$ cat config.mk
export PLATFORM = sky130hd
export DESIGN_NAME = pc_sequencer
export DESIGN_NICKNAME = d
export VERILOG_FILES = /design/src/rtl/pc_sequencer.sv
export SDC_FILE = /design/constraint.sdc
export NUM_CORES = 1
export LEC_CHECK = 0
export ABC_AREA = 1
export CORE_ASPECT_RATIO = 0.7
export CORE_UTILIZATION = 35
export CTS_CLUSTER_SIZE = 30
export DETAILED_ROUTE_END_ITERATION = 10
export GPL_TIMING_DRIVEN = 0
export PLACE_DENSITY_LB_ADDON = 0.3
export SLEW_MARGIN = 20
export SYNTH_ARGS = -nofsm -noshare
export SYNTH_HDL_FRONTEND = slang
export SYNTH_SLANG_ARGS = --single-unit
$ cat constraint.sdc
create_clock -name i_clk -period 1.7 [get_ports i_clk]
set_input_delay 0.425 -clock i_clk [delete_from_list [all_inputs] [get_ports i_clk]]
set_output_delay 0.425 -clock i_clk [all_outputs]
set_load 0.005 [all_outputs]
$ cat src/rtl/pc_sequencer.sv
// Fetch PC sequencer with run/step/halt debug control.
// Selects the next PC from branch, stall, halt and jump and drives the flushes.
module pc_sequencer #(
   parameter int                NBITS    = 32,
   parameter logic [NBITS-1:0]  RESET_PC = '0
) (
   input  logic             i_clk,
   input  logic             i_reset,
   input  logic             i_start,
   input  logic             i_step,
   input  logic             i_stall,
   input  logic             i_jump,
   input  logic [NBITS-1:0] i_jump_pc,
   input  logic             i_branch,
   input  logic [NBITS-1:0] i_branch_pc,
   input  logic             i_halt,
   output logic [NBITS-1:0] o_pc,
   output logic             o_pc_write,
   output logic             o_flush_if,
   output logic             o_flush_id,
   output logic [1:0]       o_state,
   output logic             o_halted,
   output logic             o_misaligned,
   output logic [31:0]      o_cycles
);

   typedef enum logic [1:0] {
      S_IDLE   = 2'd0,
      S_RUN    = 2'd1,
      S_STEP   = 2'd2,
      S_HALTED = 2'd3
   } state_e;

   state_e           state_q, state_d;
   logic [NBITS-1:0] pc_q, pc_d;
   logic             mis_q, mis_d;
   logic [31:0]      cyc_q, cyc_d;

   logic             active;
   logic             load;
   logic             halt_taken;
   logic [NBITS-1:0] tgt;
   logic             pc_write, flush_if, flush_id;

   // Reset masks the datapath so combinational outputs are quiet under reset.
   assign active = ((state_q == S_RUN) || (state_q == S_STEP)) && !i_reset;

   always_comb begin
      pc_d       = pc_q;
      mis_d      = mis_q;
      cyc_d      = cyc_q;
      tgt        = '0;
      load       = 1'b0;
      halt_taken = 1'b0;
      pc_write   = 1'b0;
      flush_if   = 1'b0;
      flush_id   = 1'b0;
      if (active) begin
         if (cyc_q != 32'hFFFF_FFFF) begin
            cyc_d = cyc_q + 32'd1;
         end
         if (i_branch) begin
            load     = 1'b1;
            tgt      = i_branch_pc;
            pc_write = 1'b1;
            flush_if = 1'b1;
            flush_id = 1'b1;
         end else if (i_stall) begin
            pc_write = 1'b0;
         end else if (i_halt) begin
            halt_taken = 1'b1;
         end else if (i_jump) begin
            load     = 1'b1;
            tgt      = i_jump_pc;
            pc_write = 1'b1;
            flush_if = 1'b1;
         end else begin
            pc_d     = pc_q + NBITS'(4);
            pc_write = 1'b1;
         end
         if (load) begin
            pc_d  = {tgt[NBITS-1:2], 2'b00};
            mis_d = mis_q | (|tgt[1:0]);
         end
      end
   end

   always_comb begin
      state_d = state_q;
      case (state_q)
         S_IDLE: begin
            if (i_start) begin
               state_d = S_RUN;
            end else if (i_step) begin
               state_d = S_STEP;
            end
         end
         S_RUN: begin
            if (halt_taken) begin
               state_d = S_HALTED;
            end
         end
         S_STEP: begin
            state_d = halt_taken ? S_HALTED : S_IDLE;
         end
         S_HALTED: begin
            state_d = S_HALTED;
         end
         default: begin
            state_d = S_IDLE;
         end
      endcase
   end

   always_ff @(posedge i_clk) begin
      if (i_reset) begin
         state_q <= S_IDLE;
         pc_q    <= RESET_PC;
         mis_q   <= 1'b0;
         cyc_q   <= '0;
      end else begin
         state_q <= state_d;
         pc_q    <= pc_d;
         mis_q   <= mis_d;
         cyc_q   <= cyc_d;
      end
   end

   assign o_pc         = pc_q;
   assign o_pc_write   = pc_write;
   assign o_flush_if   = flush_if;
   assign o_flush_id   = flush_id;
   assign o_state      = state_q;
   assign o_halted     = (state_q == S_HALTED);
   assign o_misaligned = mis_q;
   assign o_cycles     = cyc_q;

endmodule

Word-level counts from Yosys, hierarchy flattened
Cells that the tools add are included.
W data, S select, Z words.
{"block": "classes", "n_reduce_logical": 9, "bitwise_logic": 1, "mux": 31, "n_addsub": 2, "eq_ne": 10}
{"cell": "$mux W32", "n": 10}
{"cell": "$add A32 B1 Y32 const B", "n": 1}
{"cell": "$add A32 B3 Y32 const B", "n": 1}
{"cell": "$ne A32 B32 Y1 const B", "n": 1}
{"cell": "$mux W1", "n": 16}
{"cell": "$mux W2", "n": 4}
{"cell": "$ne A2 B1 Y1 const B", "n": 4}
{"cell": "$pmux W2 S4", "n": 1}
{"cell": "$reduce_and A2 Y1", "n": 3}
{"cell": "$reduce_and A5 Y1", "n": 1}
{"cell": "$eq A2 B2 Y1 const B", "n": 2}
{"cell": "$ne A3 B3 Y1 const B", "n": 1}
{"cell": "$eq A2 B1 Y1 const B", "n": 1}
{"cell": "$logic_not A2 Y1", "n": 1}
{"cell": "$ne A2 B2 Y1 const B", "n": 1}
{"cell": "$reduce_or A2 Y1", "n": 1}
{"cell": "$logic_and A1 B1 Y1", "n": 1}
{"cell": "$logic_not A1 Y1", "n": 1}
{"cell": "$logic_or A1 B1 Y1", "n": 1}
{"cell": "$or A1 B1 Y1", "n": 1}
{"block": "totals", "word_cells": 57, "ff_bits": 67, "output_inout_bits": 71, "input_bits": 72}

Depth between registers and ports, before layout
Gate-level depths: netlist (run 1).
{"block": "logic_depth", "ltp_word": 7, "ltp_mapped": 12, "depth_no_buf": 11}

Least setup slack after synthesis (run 1)
No wires, ideal clock.
{"block": "synth_timing", "path_type": "register -> output", "start": "register state_q[0] (netlist: o_state[0])", "end": "output o_pc_write", "path_stages_with_launch": 9, "path_slack_ps": -191, "t_arrival_ps": 1466, "required_ps": 1275, "n_path_buf": 2, "cell_sequence": "dfxtp_1 > inv_1 > ha_1 > inv_1 > nor2_2 > nand2_1 > nand2_1 > buf_2 > buf_2"}
{"block": "synth_via", "elab_chain_len": 4, "elab_cells_between_ends": 5}
{"element": "start, declared", "line_no": "34", "text": "state_e state_q, state_d;"}
{"element": "start signal, assigned", "line_no": "122", "text": "state_q <= state_d;"}
{"element": "$eq A2 B1 Y1 / $eq A2 B2 Y1 (equally long branches)", "line_no": "46", "text": "assign active = ((state_q == S_RUN) || (state_q == S_STEP)) && !i_reset;"}
{"element": "$logic_or A1 B1 Y1 (*)", "line_no": "46"}
{"element": "$logic_and A1 B1 Y1 (*)", "line_no": "46"}
{"element": "$mux W1 (*)", "line_no": "58", "text": "if (active) begin"}
{"element": "end, declared", "line_no": "18", "text": "output logic o_pc_write,"}
Every way passes the cells marked *; elsewhere a longest branch is shown, timed or not.

Worst setup path after layout (run 1)
Ends and elaborated chain as after synthesis.

==> impl_metrics.tcl, run 1 <==
set metrics [dict create \
    status "complete, but fails checks" \
    violations "negative setup slack" \
    final_common_cell "nand2_1" \
    holdWs_ns 0.400 \
    worstPathMaxFanout 3 \
    antenna_found_initial 0 \
    h-tree-depth 3 \
    yosys-top-cells-area "dfxtp_1, nand2_1, nor2_1" \
    routed_wl_um 18900 \
    overflow 0 \
    tightest_slew_ns 0.845 \
    grt_setup_unrepaired "yes" \
    async_flop_share_pct 0 \
    grt_max_degree 14 \
    period_minus_slack_ns 2.04 \
    setup_ws_ns -0.340 \
    worstPathRequired_ns 1.27 \
    synth_area_mm2 0.00480 \
    yosysTopAreaCell "dfxtp_1" \
    crit_arrival_ns 1.62 \
    cts-buffers-inserted 9 \
    synthCells 809 \
    synth_top_area_share_pct 27.1 \
    avgSynthCellArea_um2 5.93 \
    viasPerCell 4.96 \
    crit_path_start "o_state[0]" \
    dp_hpwl_um 13300 \
    insertion_delay_ns 0.34 \
    synth_seq_cells 65 \
    synth_compound_area_share_pct 15.4 \
    crit_end "o_pc_write" \
    setup_tns_ns -5.90 \
    clock-sinks 65 \
    critPathLaunchType "register" \
    r2r_slack_ns -0.18 \
    final_cell_mix "nand2_1, clkdlybuf4s50_1, nor2_1, inv_1, a21oi_2" \
    gp_congestion 0.936 \
    detail-route-antenna-nets 0 \
    endpoint_kind "output port" \
    min_path_type "input pin to register" \
    synth_cell_type_count 34 \
    reg2reg_to "o_pc[3]" \
    synth_fa_ha_area_share_pct 1.83 \
    synth_xor_area_share_pct 3.29 \
    synth_ff_type "dfxtp_1" \
    reg2reg_depth 13 \
    grt_pass1_vias 5162 \
    pre_cts_ws_ns -0.971 \
    power_leakage_uw 0.00323 \
    cts_buffer_depth 2 \
    synthToLayoutAreaGrowth_pct 69.4 \
    finalPower_uw 8990 \
    path_class "register to output port" \
    skew_ns 0.00665 \
    num_vias 5905 \
    synth_simple_gate_area_share_pct 43.3 \
    wire_per_inst_um 15.9 \
    clock-root-buffer "clkbuf_16" \
    dieArea_mm2 0.0142 \
    row_count 35 \
    synth_top_family_by_area "simple AND/OR/NAND/NOR gates" \
    ys_warn_count 0 \
    fin_crit_sh_pct 120 \
    clkSlewWorstSetupHoldPaths_ns 0.06 \
    start_util_pct 36.1 \
    drt-initial-drc-count 502 \
    r2r-start "o_state[0]" \
    synth_edf_count 0 \
    die_h_um 99.9 \
    setup_viol 61 \
    grt_pass1_wl_um 28200 \
    yosysSeqAreaShare_pct 27.1 \
    maxSlewHeadroom_pct 43.6 \
    core-area_mm2 0.0133 \
    io_pins 143 \
    timing.fmax_mhz 490 \
    vdd_drop_max_mv 0.631 \
    io_buffers 138 \
    cellPowerDensity_mw_per_mm2 1110 \
    final_layout_size_suffix_gt1_share_pct 29.3 \
    maxCapViolations 0 \
    drc 0 \
    timing.final.hold_violations 0 \
    final_nets 1079 \
    die-width_um 142 \
    drv_slew 0 \
    grt_usage_pct 26.3 \
    drtPass1Iterations 5 \
    cts_tree "done" \
    num_antenna_cells 0 \
    synth_mux_area_share_pct 0 \
]
logic make-up (layout without fill, tap and decap cells):
| kind of cell | Yosys count | count (layout) |
|---|---|---|
| compound gates | 126 | 126 |
| xor+xnor | 18 | 18 |
| fa+ha+maj | 7 | 7 |
| buf+inv | 98 | 293 |
| flops | 65 | 65 |
| other cells | 1 | 2 |
| simple gates | 494 | 494 |
synth_stat cells (all sizes together) (2+ instances only):
cell      n
inv      68
buf      13
nor3b     2
clkbuf   17
nor3      2
ha        7
nor2    115
dfxtp    65
o21bai    3
or2       2
nand2   319
o21ai    26
nand4     8
and2      2
nand3    42
xnor2     5
a31oi     9
xor2     13
a21oi    81
a22oi     5
layout make-up:
type	count	area, µm²
Buffer	28	274
Sequential cell	65	1490
Timing Repair Buffer	181	1890
Clock inverter	7	101
Clock buffer	9	225
Fill cell	1223	5140
Multi-Input combinational cell	647	3630
Tap cell	185	231
Inverter	68	280
where the power goes:
group | leakage, µW | switching, µW | internal [µW]
Sequential | 0.000570 | 488 | 1940
Combinational | 0.00251 | 2090 | 2380
Clock | 0.000153 | 788 | 1300
Total | 0.00323 | 3370 | 5620
per-stage QoR:
stage	area, µm²	std cells	utilization [%]
global placement	6430	1133	48.4
CTS	7410	1176	55.8
finish	8130	1190	61.2
global route	8130	1190	61.2
floorplan	4810	810	-
detailed placement	6430	1133	48.4
per-layer routing:
| layer | part of all wire, % | wire [µm] | GRT usage (%) | up-vias |
|---|---|---|---|---|
| met1 | 52 | 9850 | 40.9 | 2704 |
| met3 | 8.4 | 1590 | 7.01 | 14 |
| met2 | 39 | 7390 | 35.3 | 219 |
| met5 | 0 | 0 | 0 | - |
| li1 | - | - | - | 2968 |
| met4 | 0.61 | 116 | 4.80 | 0 |
worst max-delay path, stage by stage, from the launching register on:
cell	delay [ns]
dfxtp_4	0.36
inv_4	0.04
ha_4	0.25
inv_2	0.03
nor2_4	0.12
nand2_2	0.09
nand2_2	0.09
buf_6	0.11
buf_8	0.10
buf_6	0.09
flip-flops by register name (all words and copies together), names as in the netlist:
| signal | flops |
|---|---|
| o_misaligned | 1 |
| o_pc | 30 |
| o_state | 2 |
| o_cycles | 32 |
worst min-delay path by stage:
stage                  from           end  slack [ns]  depth (start not counted)
4_1_cts             i_reset    o_state[1]        0.38                          2
3_5_place_dp   o_misaligned  o_misaligned        0.48                          2
5_1_grt             i_reset    o_state[1]        0.41                          2
3_3_place_gp   o_misaligned  o_misaligned        0.46                          2
2_1_floorplan  o_misaligned  o_misaligned        0.46                          2
6_report            i_reset    o_state[1]        0.40                          2
timing repair:
item                                    in CTS  in global routing
pin swaps                                   17                 51
gates cloned                                 3                  2
endpoints found under the setup margin     119                 98
hold endpoints to repair                     0                  0
resized for setup                          169                188
hold buffers                                 0                  0
setup buffers                               24                 16
No activity file was read; power rests on OpenSTA's default activity.
==> run 2: changes to the inputs <==
- SETUP_SLACK_MARGIN: not set -> 0.4
==> run 2 against run 1 <==
The run still ends with negative setup slack left. Sequential share of layout area decreased by 0.82 points. Hold slack gained 0.023 ns. Combinational power is 19% higher. Total power up 6.6%. Global-route usage rose by 3.0 points. Final area rose by 7.0%. Critical endpoint unchanged. Largest cell class unchanged. Largest power group unchanged. Highest routed layer unchanged.
==> impl_metrics.tcl, run 2 (synthesis results as in run 1) <==
set metrics [dict create \
    viasPerCell 5.09 \
    setup_viol 60 \
    reg2reg_depth 15 \
    period_minus_slack_ns 2.10 \
    clock-root-buffer "clkbuf_16" \
    setup_ws_ns -0.405 \
    r2r-start "o_state[0]" \
    p_comb_share_pct 55.8 \
    min_path_type "input pin to register" \
    crit_arrival_ns 1.68 \
    post-place-cells 1133 \
    switchingPower_uw 3680 \
    fin_crit_sh_pct 124 \
    antenna_found_initial 0 \
    row_count 35 \
    drt-initial-drc-count 584 \
    cts_buffer_depth 2 \
    num-fill-cells 1111 \
    core-area_mm2 0.0133 \
    grt_pass1_wl_um 31700 \
    wire_per_inst_um 16.5 \
    switching_share_pct 38.4 \
    layout.cells.non_filler 1265 \
    p_seq_share_pct 24.0 \
    num_antenna_cells 0 \
    p_int_uw 5900 \
    tightest_slew_ns 0.776 \
    drv_slew 0 \
    setup_tns_ns -12.64 \
    r2r_slack_ns -0.31 \
    overflow 0 \
    detail-route-antenna-nets 0 \
    timing.fmax_mhz 475 \
    hold_depth 2 \
    maxSlewHeadroom_pct 48.3 \
    final_common_cell "nand2_1" \
    path_class "register to output port" \
    cts_tree "done" \
    grt_max_degree 14 \
    vdd_drop_max_mv 0.909 \
    io_buffers 138 \
    final_cell_mix "nand2_1, nor2_1, buf_4, clkdlybuf4s50_1, inv_1" \
    dieArea_mm2 0.0142 \
    die_h_um 99.9 \
    final_layout_size_suffix_gt1_share_pct 40.5 \
    h-tree-depth 3 \
    status "complete, but fails checks" \
    maxCapViolations 0 \
    reg2reg_to "o_cycles[29]" \
    endpoint_kind "output port" \
    fin_area_mm2 0.00869 \
    violations "negative setup slack" \
    cellPowerDensity_mw_per_mm2 1100 \
    largest_register_ff_count 32 \
    cts-buffers-inserted 9 \
    gp_congestion 0.948 \
    drc 0 \
    routed_wl_um 20900 \
    clock-sinks 65 \
    critPathLaunchType "register" \
    worstHoldStart "i_reset" \
    grt_pass1_vias 5875 \
    start_util_pct 36.1 \
    num_vias 6440 \
    drtPass1Iterations 5 \
    crit_path_start "o_state[0]" \
    clkSlewWorstSetupHoldPaths_ns 0.07 \
    dp_hpwl_um 13400 \
    synthToLayoutAreaGrowth_pct 81.2 \
    worstPathMaxFanout 3 \
    grt_setup_unrepaired "yes" \
    worstPathRequired_ns 1.27 \
    fin_util_pct 65.5 \
    power_frac_clock_pct 20.2 \
    placedInstanceArea_mm2 0.00664 \
    die-width_um 142 \
    power_leakage_uw 0.00376 \
    insertion_delay_ns 0.34 \
    io_pins 143 \
    whs_endpoint "o_state[1]" \
    timing.final.hold_violations 0 \
    skew_ns 0.0146 \
    final_nets 1154 \
    grt_usage_pct 29.3 \
]
run 2: cell types whose count changed in the layout (fill, tap and decap cells not counted), moves of 5 or more:
cell,delta
nand2_2,+15
dfxtp_2,-10
dfxtp_4,+12
nand2_1,-14
a21oi_2,-9
buf_2,+38
nor2_1,+5
clkdlybuf4s50_1,-54
buf_6,+47
buf_4,+46
dlymetal6s2s_1,-8
a21oi_1,+9
run 2: repair_timing:
item                       in CTS  in global routing
pin swaps                      30                 24
hold buffers                    0                  0
cloned                          4                  3
setup endpoints to repair     134                 97
gates resized for setup       522                 82
buffers inserted               99                 10
run 2: metrics by stage:
stage	hold slack, ns	setup WS, ns	power (µW)
6_report	0.424	-0.405	9580
5_1_grt	0.435	-0.485	10100
4_1_cts	0.378	-0.384	8850
3_5_place_dp	0.491	-1.02	5430
3_3_place_gp	0.488	-1.01	5400
2_1_floorplan	0.461	0.0362	4030
run 2: worst max path at each step:
stage	endpoint	slack [ns]	cells past startpoint
floorplan	o_pc_write	0.04	8
global placement	o_flush_if	-1.01	7
detailed placement	o_flush_if	-1.02	7
CTS	o_pc_write	-0.38	10
global route	o_pc_write	-0.48	10
finish	o_pc_write	-0.40	10
run 2: cell type report:
class | instances | area, µm² | area share, %
buffer | 30 | 307 | 3.53
timing repair buffer | 254 | 2420 | 27.8
tap | 185 | 231 | 2.66
clock inverter | 7 | 78.8 | 0.907
multi-input combinational | 647 | 3620 | 41.7
clock buffer | 9 | 225 | 2.59
inverter | 68 | 287 | 3.30
sequential | 65 | 1520 | 17.5
run 2: worst max-delay path, cell delays in order (launching register included):
cell and delay (ns):
dfxtp_4 0.37, inv_4 0.04, ha_4 0.22, inv_2 0.06, nor2_4 0.03, buf_6 0.13
nand2_2 0.08, nand2_4 0.06, buf_8 0.12, buf_8 0.12, buf_6 0.11
run 2: power groups by stage:
stage	combinational (µW)	clock (µW)	sequential, µW
after floorplan	1750	0	2290
after global placement	3010	0	2390
after detailed placement	3030	0	2390
after CTS	4620	1960	2270
after global routing	5690	2030	2330
final	5350	1940	2300
run 2: metal layers:
layer | vias to the layer above | global-route usage [%] | routed length, µm
met4 | 0 | 7.11 | 233
met5 | - | 0 | 0
li1 | 3103 | - | -
met3 | 23 | 6.25 | 2060
met1 | 2987 | 44.6 | 10100
met2 | 327 | 41.0 | 8470
==> run 3: changes to the inputs <==
- CAP_MARGIN: not set -> 20
==> results of run 3 <==
The final DEF is identical to that of run 2; final timing and power are the same.
